## config.mk

```make
export PLATFORM = sky130hd
export DESIGN_NAME = preg_free_list_ctrl
export DESIGN_NICKNAME = d
export VERILOG_FILES = /design/src/rtl/preg_free_list_ctrl_pkg.sv /design/src/rtl/preg_free_list_ctrl_ckpt_table.sv /design/src/rtl/preg_free_list_ctrl.sv
export SDC_FILE = /design/constraint.sdc
export NUM_CORES = 1
export LEC_CHECK = 0
export ABC_AREA = 0
export BUFFER_PORTS_ARGS = -buffer_cell sky130_fd_sc_hd__buf_2
export CAP_MARGIN = 10
export CELL_PAD_IN_SITES_DETAIL_PLACEMENT = 1
export CELL_PAD_IN_SITES_GLOBAL_PLACEMENT = 1
export CORE_MARGIN = 10
export CORE_UTILIZATION = 35
export DETAILED_ROUTE_END_ITERATION = 8
export HOLD_SLACK_MARGIN = 0.05
export PLACE_DENSITY = 0.6
export REMOVE_ABC_BUFFERS = 1
export SYNTH_ARGS = -nofsm -noshare
export SYNTH_HDL_FRONTEND = slang
export SYNTH_HIERARCHICAL = 1
export SYNTH_SLANG_ARGS = --single-unit
```

## constraint.sdc

```tcl
create_clock -name clk -period 6.85 [get_ports clk]
set_clock_uncertainty 0.2 [all_clocks]
set_input_delay 0.685 -clock clk [delete_from_list [all_inputs] [get_ports clk]]
set_output_delay 0.685 -clock clk [all_outputs]
set_load 0.03 [all_outputs]
```

## src/rtl/preg_free_list_ctrl_pkg.sv

```systemverilog
// preg_free_list_ctrl_pkg: shared sizes and pointer types for the physical-register free list
package preg_free_list_ctrl_pkg;
  localparam int NUM_PREGS = 64;
  localparam int NUM_AREGS = 32;
  localparam int NUM_TAGS  = 4;
  typedef logic [$clog2(NUM_PREGS)-1:0] preg_t;
  typedef logic [$clog2(NUM_PREGS):0]   fl_ptr_t;
  typedef logic [$clog2(NUM_TAGS)-1:0]  tag_t;
endpackage

```

## src/rtl/preg_free_list_ctrl_ckpt_table.sv

```systemverilog
// preg_free_list_ctrl_ckpt_table: per-branch-tag head snapshots, 1 write / 1 read port
//   clk, rst   clock, synchronous active-high reset (all snapshots cleared)
//   we_i       write wdata_i into slot wtag_i
//   rtag_i     read slot select; rdata_o is combinational
module preg_free_list_ctrl_ckpt_table
  import preg_free_list_ctrl_pkg::*;
(
  input  logic    clk,
  input  logic    rst,
  input  logic    we_i,
  input  tag_t    wtag_i,
  input  fl_ptr_t wdata_i,
  input  tag_t    rtag_i,
  output fl_ptr_t rdata_o
);
  fl_ptr_t ckpt_q [NUM_TAGS];
  always_ff @(posedge clk)
    if (rst)
      for (int t = 0; t < NUM_TAGS; t++) ckpt_q[t] <= '0;
    else if (we_i)
      ckpt_q[wtag_i] <= wdata_i;
  assign rdata_o = ckpt_q[rtag_i];
endmodule

```

## src/rtl/preg_free_list_ctrl.sv

```systemverilog
// preg_free_list_ctrl: circular free list of physical registers with branch-tag head rollback
//   alloc_req/alloc_preg/empty        rename dequeue; alloc_preg is the current head entry
//   free_we/free_preg                 commit release of an old mapping (preg 0 ignored)
//   ckpt_we/ckpt_tag                  snapshot post-allocation head for a renamed branch
//   br_broadcast/br_kill/br_tag       branch resolution; kill restores the tag's head
//   free_count                        tail - head
module preg_free_list_ctrl
  import preg_free_list_ctrl_pkg::*;
(
  input  logic    clk,
  input  logic    rst,
  input  logic    alloc_req,
  output preg_t   alloc_preg,
  output logic    empty,
  input  logic    free_we,
  input  preg_t   free_preg,
  input  logic    ckpt_we,
  input  tag_t    ckpt_tag,
  input  logic    br_broadcast,
  input  logic    br_kill,
  input  tag_t    br_tag,
  output fl_ptr_t free_count
);
  localparam int PW = $clog2(NUM_PREGS);
  preg_t   mem_q [NUM_PREGS];
  fl_ptr_t head_q, head_d, tail_q, tail_d, ckpt_rd, ckpt_wd, rb_dist;
  logic    full, do_alloc, do_free, kill;
  assign free_count = tail_q - head_q;
  assign empty      = head_q == tail_q;
  assign full       = free_count == fl_ptr_t'(NUM_PREGS);
  assign alloc_preg = mem_q[head_q[PW-1:0]];
  assign kill       = br_broadcast & br_kill;
  assign do_alloc   = alloc_req & ~empty;
  assign do_free    = free_we & (free_preg != '0) & ~full;
  // head as it stands after this cycle's own allocation; a branch that
  // allocates must not roll back onto its own destination preg
  assign ckpt_wd    = head_q + fl_ptr_t'(do_alloc);
  assign head_d     = kill ? ckpt_rd : ckpt_wd;
  assign tail_d     = tail_q + fl_ptr_t'(do_free);
  assign rb_dist    = head_q - ckpt_rd;
  always_ff @(posedge clk)
    if (rst) begin
      head_q <= '0;
      tail_q <= fl_ptr_t'(NUM_PREGS - NUM_AREGS);
      for (int i = 0; i < NUM_PREGS; i++)
        mem_q[i] <= i < NUM_PREGS - NUM_AREGS ? preg_t'(NUM_AREGS + i) : '0;
    end else begin
      head_q <= head_d;
      tail_q <= tail_d;
      if (do_free) mem_q[tail_q[PW-1:0]] <= free_preg;
    end
  // a branch renamed in the kill cycle is younger than the killer, so its snapshot is dropped
  preg_free_list_ctrl_ckpt_table u_ckpt (
    .clk    (clk),
    .rst    (rst),
    .we_i   (ckpt_we & ~kill),
    .wtag_i (ckpt_tag),
    .wdata_i(ckpt_wd),
    .rtag_i (br_tag),
    .rdata_o(ckpt_rd)
  );
  a_count_bound: assert property (@(posedge clk) disable iff (rst) free_count <= fl_ptr_t'(NUM_PREGS));
  a_restore_range: assert property (@(posedge clk) disable iff (rst) kill |-> rb_dist <= fl_ptr_t'(NUM_PREGS));
  a_alloc_empty: assert property (@(posedge clk) disable iff (rst) !(alloc_req && empty))
    else $warning("alloc_req while empty ignored");
  a_free_full: assert property (@(posedge clk) disable iff (rst) !(free_we && free_preg != '0 && full))
    else $warning("free while full dropped");
endmodule
```

==> impl_metrics.json <==
{
  "grt_max_degree": 211,
  "fin_crit_sh_pct": 77.0,
  "port_buffers": 30,
  "yosys_warnings": 6,
  "ff2ff_setup_slack_ps": 1580,
  "finalSetupViolCount": 0,
  "wl_per_cell_um": 31.6,
  "holdBufCountCts": 0,
  "synth_edf_count": 412,
  "rsz0062_at_grt": "false",
  "ys_types": 57,
  "timing.hold.ws_ps": 275,
  "initialDrtViolationCount": 1813,
  "drt-vias-per-instance": 6.23,
  "drcViolationCount": 0,
  "worstMarginPinSlew_ps": 1250,
  "status": "finished, final reports clean",
  "path_max_fanout": 70,
  "wl_mm": 71.6,
  "start_util_pct": 35.4,
  "clkLatencyLatePin_ps": 580,
  "clock_path_buffers": 3,
  "grt_util_all_layers_pct": 20.9,
  "slowest_stage": "clkinv_1",
  "grt-ovfl-total": 0,
  "htreeDepth": 2,
  "cts_buffers": 47,
  "crit_type": "reg -> reg",
  "maxCapViolCount": 0,
  "syn_to_final_growth_pct": 10.4,
  "num-fill-cells": 5967,
  "antenna_found_initial": 1,
  "post-route-util_pct": 39.1,
  "die_x_um": 262,
  "dr.pass1.iters": 6,
  "vias": 14100,
  "pwr_density_cell_mw_per_mm2": 268,
  "ys.flop_type": "edfxtp_1",
  "post_cts.repair.setup_buffers": 0,
  "grt_pass1_wl_mm": 104,
  "multiInputGateArea_mm2": 0.00706,
  "fmax_mhz": 190,
  "gp_congestion": 0.919,
  "coreArea_mm2": 0.0578,
  "path_clk_slew_ps": 60,
  "max_stage_delay_ps": 740,
  "dp_slack_ps": 1750,
  "die_area_mm2": 0.0685,
  "cts_resized": 0,
  "cp.required_ps": 6910,
  "grt_pass1_vias": 14400,
  "timing.max_slew.rel_slack_pct": 16.2,
  "cp-end-kind": "flip-flop",
  "die_h_um": 262,
  "arrival_ps": 5330,
  "dpl.hpwl_mm": 47.6,
  "cts_sinks": 426,
  "period_needed_ps": 5270,
  "netlist_area_mm2": 0.0205,
  "crit_chain": "clkinv_1 > ha_1 > o21ai_0 > a2111oi_0 > a311o_1 > a31o_2 > o21ai_4 > inv_4 > buf_4 > a31o_1",
  "async_flop_share_pct": 0,
  "placementRows": 88,
  "io_pins": 31,
  "ir_drop_mv": 0.195,
  "hold_path.class": "in -> reg",
  "hold_viol_final": 0,
  "syn_area_per_cell_um2": 13.5,
  "synth_seq_cells": 426,
  "fin_setup_tns_ps": 0,
  "drv_slew": 0,
  "synthCells": 1519,
  "ant_nets": 0,
  "root_buffer": "clkbuf_16",
  "fin_ws_ps": 1580,
  "drive_above_1_share_pct": 19.3,
  "start_kind": "flip-flop",
  "n_antenna_cell": 0,
  "seq_area_frac_synth_pct": 61.8,
  "fin_nets": 1499,
  "seq_area_mm2": 0.0127,
  "p_leak_nw": 6.76,
  "cts_tree": "built"
}
-- path summary, 6_finish.rpt --
kind	depth (start not counted)	start	to
hold / removal	3	br_kill	head_q[0]
hold reg to reg	2	tail_q[6]	tail_q[6]
setup / recovery	10	head_q[2]	mem_q[30][3]
setup reg to reg	10	head_q[2]	mem_q[30][3]
-- Yosys cell counts (3+ instances only) --
cell type	number	area [um^2]
mux4_2	98	2210
a41o_1	24	240
buf_6	3	33.8
nor3_1	291	1460
a22oi_1	7	52.6
nor2b_1	12	75.1
xnor2_1	6	52.6
a21oi_1	12	60.1
and2_2	12	90.1
a31o_1	17	149
and3_1	3	18.8
o21ai_0	14	70.1
clkinv_1	3	11.3
or3_1	3	18.8
or4_1	3	22.5
a2111oi_0	7	61.3
nand3_1	115	576
mux2i_1	24	240
ha_1	10	125
a31oi_1	4	25.0
inv_1	7	26.3
dfxtp_1	14	280
clkbuf_1	92	345
nand2b_1	7	43.8
nand4_1	21	131
buf_4	11	82.6
edfxtp_1	412	12400
a22o_1	4	35.0
nor2_1	43	161
a31o_2	26	228
xor2_1	7	61.3
a221oi_1	8	70.1
nand2_1	80	300
buf_2	51	255
and2_1	22	138
nor4_1	7	43.8
buf_1	13	48.8
-- layout make-up --
type | instances | area share (%)
clock inverters | 22 | 0.543
multi-input cells | 911 | 31.2
inverters | 12 | 0.210
flip-flops and latches | 426 | 56.0
clock buffers | 59 | 5.59
well taps | 765 | 4.24
repair buffers | 73 | 2.15
-- worst max-delay path: cells and delay by family (launching register included) --
kind	cells	cell delay (ps)
buf+inv	3	1820
compound gates	6	1470
flops	1	690
fa+ha+maj	1	650
-- routing by layer --
| layer | up-vias | share of wire (%) | wire (um) | track usage, % |
|---|---|---|---|---|
| met4 | 0 | 3.2 | 2300 | 7.08 |
| met2 | 708 | 45 | 32200 | 31.6 |
| met3 | 142 | 8.7 | 6240 | 3.65 |
| met5 | - | 0 | 0 | 0 |
| li1 | 5894 | - | - | - |
| met1 | 7389 | 43 | 30900 | 29.8 |
-- layout by cell type, fill, tap and decap left out, types with 8 or more instances in the layout --
cell	count
edfxtp_1	412
nor3_1	286
nand3_1	114
mux4_2	98
nand2_1	80
clkbuf_16	49
nor2_1	43
buf_4	42
buf_2	30
a31o_2	26
mux2i_1	24
a41o_1	24
and2_1	22
nand4_1	21
a31o_1	17
clkinv_1	15
o21ai_0	14
a21oi_1	12
dfxtp_1	12
and2_2	12
nor2b_1	11
ha_1	10
clkbuf_1	10
a221oi_1	8
clkinv_2	8
-- through the flow --
step | instance area [um^2] | power, W | instances
final | 22600 | 0.00605 | 2268
after global routing | 22600 | 0.00623 | 2268
after CTS | 22600 | 0.00608 | 2268
after detailed placement | 21200 | 0.00373 | 2187
after global placement | 21200 | 0.00372 | 2186
after floorplan | 19700 | 0.00343 | 1349
-- registers in the layout, indices dropped and copies added, names as in the netlist --
| register | count |
|---|---|
| head_q | 7 |
| mem_q | 384 |
| tail_q | 7 |
| u_ckpt/ckpt_q | 28 |
-- power breakdown --
group	leakage [nW]	total (W)	switching, W	internal, W
registers	4.00	0.00298	0.0000537	0.00292
logic	2.08	0.000704	0.000489	0.000215
clock network	0.680	0.00236	0.00103	0.00133
total	6.76	0.00605	0.00158	0.00447
-- cells by family after synthesis --
kind of cell | count (synthesis) | synth area share (%)
AOI/OAI and AO/OA | 136 | 5.38
and+or+nand+nor | 627 | 15.5
muxes | 124 | 12.1
buffers and inverters | 182 | 3.96
DFF | 426 | 61.8
xor gates and xnor gates | 13 | 0.556
adders and majority gates | 11 | 0.709
Power figures use the tool's default switching activity.
